[src/rtl/pipe_stage_hs.sv]
// Elastic valid/ready pipeline register with a two-entry skid buffer and synchronous flush.
// Define PIPE_STAGE_HS_STALL_CNT_EN to build the saturating output-stall counter; otherwise stall_cnt is 0.
module pipe_stage_hs #(
  parameter int WIDTH     = 32,
  parameter int CNT_WIDTH = 16
) (
  input  logic                 clk,
  input  logic                 reset,
  input  logic                 flush,
  input  logic                 in_valid,
  output logic                 in_ready,
  input  logic [WIDTH-1:0]     in_data,
  output logic                 out_valid,
  input  logic                 out_ready,
  output logic [WIDTH-1:0]     out_data,
  output logic [CNT_WIDTH-1:0] stall_cnt
);

  // Encoding chosen so bit 0 is the main valid and bit 1 is the skid valid.
  typedef enum logic [1:0] {
    EMPTY = 2'b00,
    FULL  = 2'b01,
    SKID  = 2'b11
  } state_t;

  state_t           state;
  state_t           state_next;
  logic [WIDTH-1:0] skid_data;
  logic [WIDTH-1:0] out_data_next;
  logic [WIDTH-1:0] skid_data_next;
  logic             skid_valid;
  logic             in_xfer;
  logic             out_xfer;

  assign out_valid  = state[0];
  assign skid_valid = state[1];
  assign in_ready   = !skid_valid;
  assign in_xfer    = in_valid && in_ready;
  assign out_xfer   = out_valid && out_ready;

  always_ff @(posedge clk or negedge reset) begin
    if (!reset) begin
      state     <= EMPTY;
      out_data  <= '0;
      skid_data <= '0;
    end else begin
      state     <= state_next;
      out_data  <= out_data_next;
      skid_data <= skid_data_next;
    end
  end

  always_comb begin
    state_next     = state;
    out_data_next  = out_data;
    skid_data_next = skid_data;
    if (flush) begin
      state_next     = EMPTY;
      out_data_next  = '0;
      skid_data_next = '0;
    end else begin
      case (state)
        EMPTY: begin
          if (in_xfer) begin
            out_data_next = in_data;
            state_next    = FULL;
          end
        end
        FULL: begin
          if (in_xfer && out_xfer) begin
            out_data_next = in_data;
          end else if (in_xfer) begin
            skid_data_next = in_data;
            state_next     = SKID;
          end else if (out_xfer) begin
            state_next = EMPTY;
          end
        end
        SKID: begin
          // in_ready is low here, so only the drain can happen.
          if (out_ready) begin
            out_data_next = skid_data;
            state_next    = FULL;
          end
        end
        default: begin
          state_next = EMPTY;
        end
      endcase
    end
  end

`ifdef PIPE_STAGE_HS_STALL_CNT_EN
  // Counts regardless of flush; only reset clears it.
  always_ff @(posedge clk or negedge reset) begin
    if (!reset) begin
      stall_cnt <= '0;
    end else if (out_valid && !out_ready && (stall_cnt != {CNT_WIDTH{1'b1}})) begin
      stall_cnt <= stall_cnt + CNT_WIDTH'(1);
    end
  end
`else
  assign stall_cnt = '0;
`endif

endmodule

[config.mk]
export PLATFORM = sky130hd
export DESIGN_NAME = pipe_stage_hs
export DESIGN_NICKNAME = d
export VERILOG_FILES = /design/src/rtl/pipe_stage_hs.sv
export SDC_FILE = /design/constraint.sdc
export NUM_CORES = 1
export LEC_CHECK = 0
export ABC_AREA = 1
export BUFFER_PORTS_ARGS = -buffer_cell sky130_fd_sc_hd__buf_2
export CORE_ASPECT_RATIO = 1.25
export CORE_MARGIN = 10
export CORE_UTILIZATION = 50
export CTS_BUF_LIST = sky130_fd_sc_hd__clkbuf_16
export CTS_CLUSTER_SIZE = 8
export DETAILED_ROUTE_END_ITERATION = 12
export PLACE_DENSITY = 0.76
export SYNTH_ARGS = -nofsm -noshare
export SYNTH_HDL_FRONTEND = slang
export SYNTH_SLANG_ARGS = --single-unit
[constraint.sdc]
create_clock -name clk -period 3.34 [get_ports clk]
set_input_delay 0.668 -clock clk [delete_from_list [all_inputs] [get_ports clk]]
set_output_delay 0.668 -clock clk [all_outputs]
set_load 0.02 [all_outputs]
==> impl_results.md <==
- H-tree levels: 3
- Nets@finish: roughly 510
- Worst skew pair latency: roughly 0.33 ns
- Crit path capture type: flip-flop
- # hold bufs at CTS: 0
- Fin util: about three fifths
- Startpoint types: flip-flop
- Core Region: approximately 6600 um^2
- Post-Syn Area: 3360 um^2
- Post-CTS Setup Inserts: 0
- Hold Path Origin: out_data[25]
- Hold Crit Depth: 2
- Synth Flop Type: dfrtp_1
- Vias in the first global route: slightly below 3000
- Die Wd: 93.3 um
- Worst EP required: between 3 and 4 ns
- Least-Margin Pin Slew: about 1.1 ns
- Antenna Violating Nets Remaining: 0
- Crit path DAT: between 2 and 3 ns
- Ys async rst share: between 90% and 100%
- R2R depth: 8
- Max Fclk: between 400 and 500 MHz
- Final period util: between 60% and 70%
- Dominant cells by area after synthesis: dfrtp_1, nand3_1, nand2_1
- Cells after synthesis: about 410
- Share of the synthesized area in the top cell type: between 40% and 50%
- Avg Cell Area, Syn: 8.13 um^2
- # port buffers: 70
- Post-Route Skew: approximately 0.0042 ns
- Pwr Density: roughly 760 nW/um^2
- Num rows: 33
- CTS Sinks: 66
- Peak supply drop: around 0.00043 V
- Fin. max-slew vios: 0
- RSZ-0062 raised after global routing: false
- Area leader, netlist: dfrtp_1
- Max-cap violation count: 0
- Hold EP: out_data[25]
- Hold Crit Class: reg -> reg
- Initial Utilization: between 50% and 60%
- Worst r2r src: state[0]
- Filler Cell Count: a little over 600
- Fin Setup TNS: 0 ns
- Number of diodes: 0
- DR WL/cell: 15.2 um
- Post-synth EDFFs: 0
- GRT Overall Usage: roughly 16%
- Reg2reg end: out_data[3]
- DIE AREA: between 10000 and 15000 um^2
- CTS-repair resized insts: 0
- R2r setup slk: about 1.1 ns
- Setup violators final: 0
- Min cycle time layout: 2.24 ns
- First-pass GRT wire length: about 14 mm
- DR iter-0 viols: 240
- Clock-pin transition on the worst setup and hold timing paths: approximately 0.050 ns
- Vias: about 3000
- Worst Hold Margin: around 0.47 ns
- Status: completed
- Boundary Pins: 87
- CTS Buf Count: 9
- CTS tree: done
- Dpl hpwl: around 5.7 mm
- Fin. Hold Viols: 0
- Worst Path Max Fanout: 65
- Initial antenna violation count: 0
- Most instantiated cells after synthesis: nand2_1, nand3_1, dfrtp_1
- Most frequent cell after synthesis: nand2_1
- Yosys warns: 0
- Pin count of the biggest net entering global routing: 66
- Pleak: 2.01 nW
- Slew margin rel.: between 20 and 30%
- WL final: 8.54 mm
- Sequential cell area fraction in the yosys report: 49.2%
- Via density: about 5.3
- Netlist cell types: 22
- First drt pass iteration count: 5
- Share of post-route cells with drive strength above 1: between 20% and 30%
- Critical path class: reg -> reg
- Die Ht: approximately 110 um
- Final GP Congestion: 0.781
- Area Growth Syn to Fin: 15.9%
- Clk buf depth: 2
- Total congestion overflow: 0
- Synth Register Bits: 66
- Drt drc: 0
- Clock root buffer: clkbuf_16
layout by cell type, fill, tap and decap left out, drive strengths merged:
cell / count
clkinv: 6
dfrtp: 66
nand3b: 1
nor2: 10
nand3: 67
buf: 77
clkbuf: 9
o21ai: 65
a21oi: 32
inv: 40
nand2: 82
ha: 5
conb: 16
sequential cells by signal, indices dropped and copies added (netlist names):
register,count
out_data,32
skid_data,32
state,2
through the flow:
step | instance area [um^2] | cells | power, W | setup WS, ns
floorplan | 3410 | 428 | 0.00188 | 1.69
global placement | 3630 | 547 | 0.00215 | 1.10
detailed placement | 3630 | 547 | 0.00218 | 1.05
CTS | 3890 | 563 | 0.00299 | 1.09
global route | 3890 | 563 | 0.00316 | 0.878
finish | 3890 | 563 | 0.00296 | 1.10
area by class of cell:
| type | count | area [um^2] | share of cell area [%] |
|---|---|---|---|
| clock buffers | 9 | 225 | 5.79 |
| clock inverters | 7 | 28.8 | 0.740 |
| inverters | 39 | 146 | 3.76 |
| multi-input cells | 278 | 1330 | 34.1 |
| flip-flops and latches | 66 | 1650 | 42.5 |
| well taps | 87 | 109 | 2.80 |
| repair buffers | 77 | 403 | 10.4 |
worst max path at each step:
stage	from	endpoint	slack [ns]
after floorplan	state[0]	out_data[0]	1.69
after global placement	in_valid	out_data[23]	1.10
after detailed placement	in_valid	out_data[13]	1.05
after CTS	state[0]	out_data[9]	1.09
after global routing	state[1]	out_data[5]	0.88
final	state[0]	out_data[3]	1.10
report_power, final:
group	total (W)	internal, W	switching (W)
combinational	0.00103	0.000294	0.000732
sequential	0.00113	0.00101	0.000123
clock	0.000802	0.000485	0.000317
total	0.00296	0.00179	0.00117
metal layers:
metal | up-vias | global-route usage, % | wire [um] | share of wire [%]
met5 | - | 0 | 0 | 0
met4 | 0 | 7.32 | 178 | 2.1
met3 | 11 | 5.71 | 673 | 7.9
met2 | 103 | 27.2 | 4290 | 50
met1 | 1418 | 18.6 | 3400 | 40
li1 | 1441 | - | - | -
critical path, cell delays in order, from the launching register on:
cell and delay (ns):
dfrtp_1 0.47, ha_2 0.23, buf_4 0.30, nand2_1 0.14, nor2_1 0.07, nor2_4 0.38, buf_4 0.34, nand3_1 0.11
nand2_1 0.11
cell families (layout without fill, tap and decap cells):
| logic type | Yosys count | after routing | share of synthesized area [%] |
|---|---|---|---|
| AOI/OAI and AO/OA | 97 | 97 | 14.6 |
| adders and majority gates | 5 | 5 | 1.86 |
| other | 1 | 16 | 0.112 |
| DFF | 66 | 66 | 49.2 |
| and+or+nand+nor | 160 | 160 | 21.2 |
| buffers and inverters | 84 | 132 | 13.0 |
Note: power is estimated with default switching activity, not from simulation.
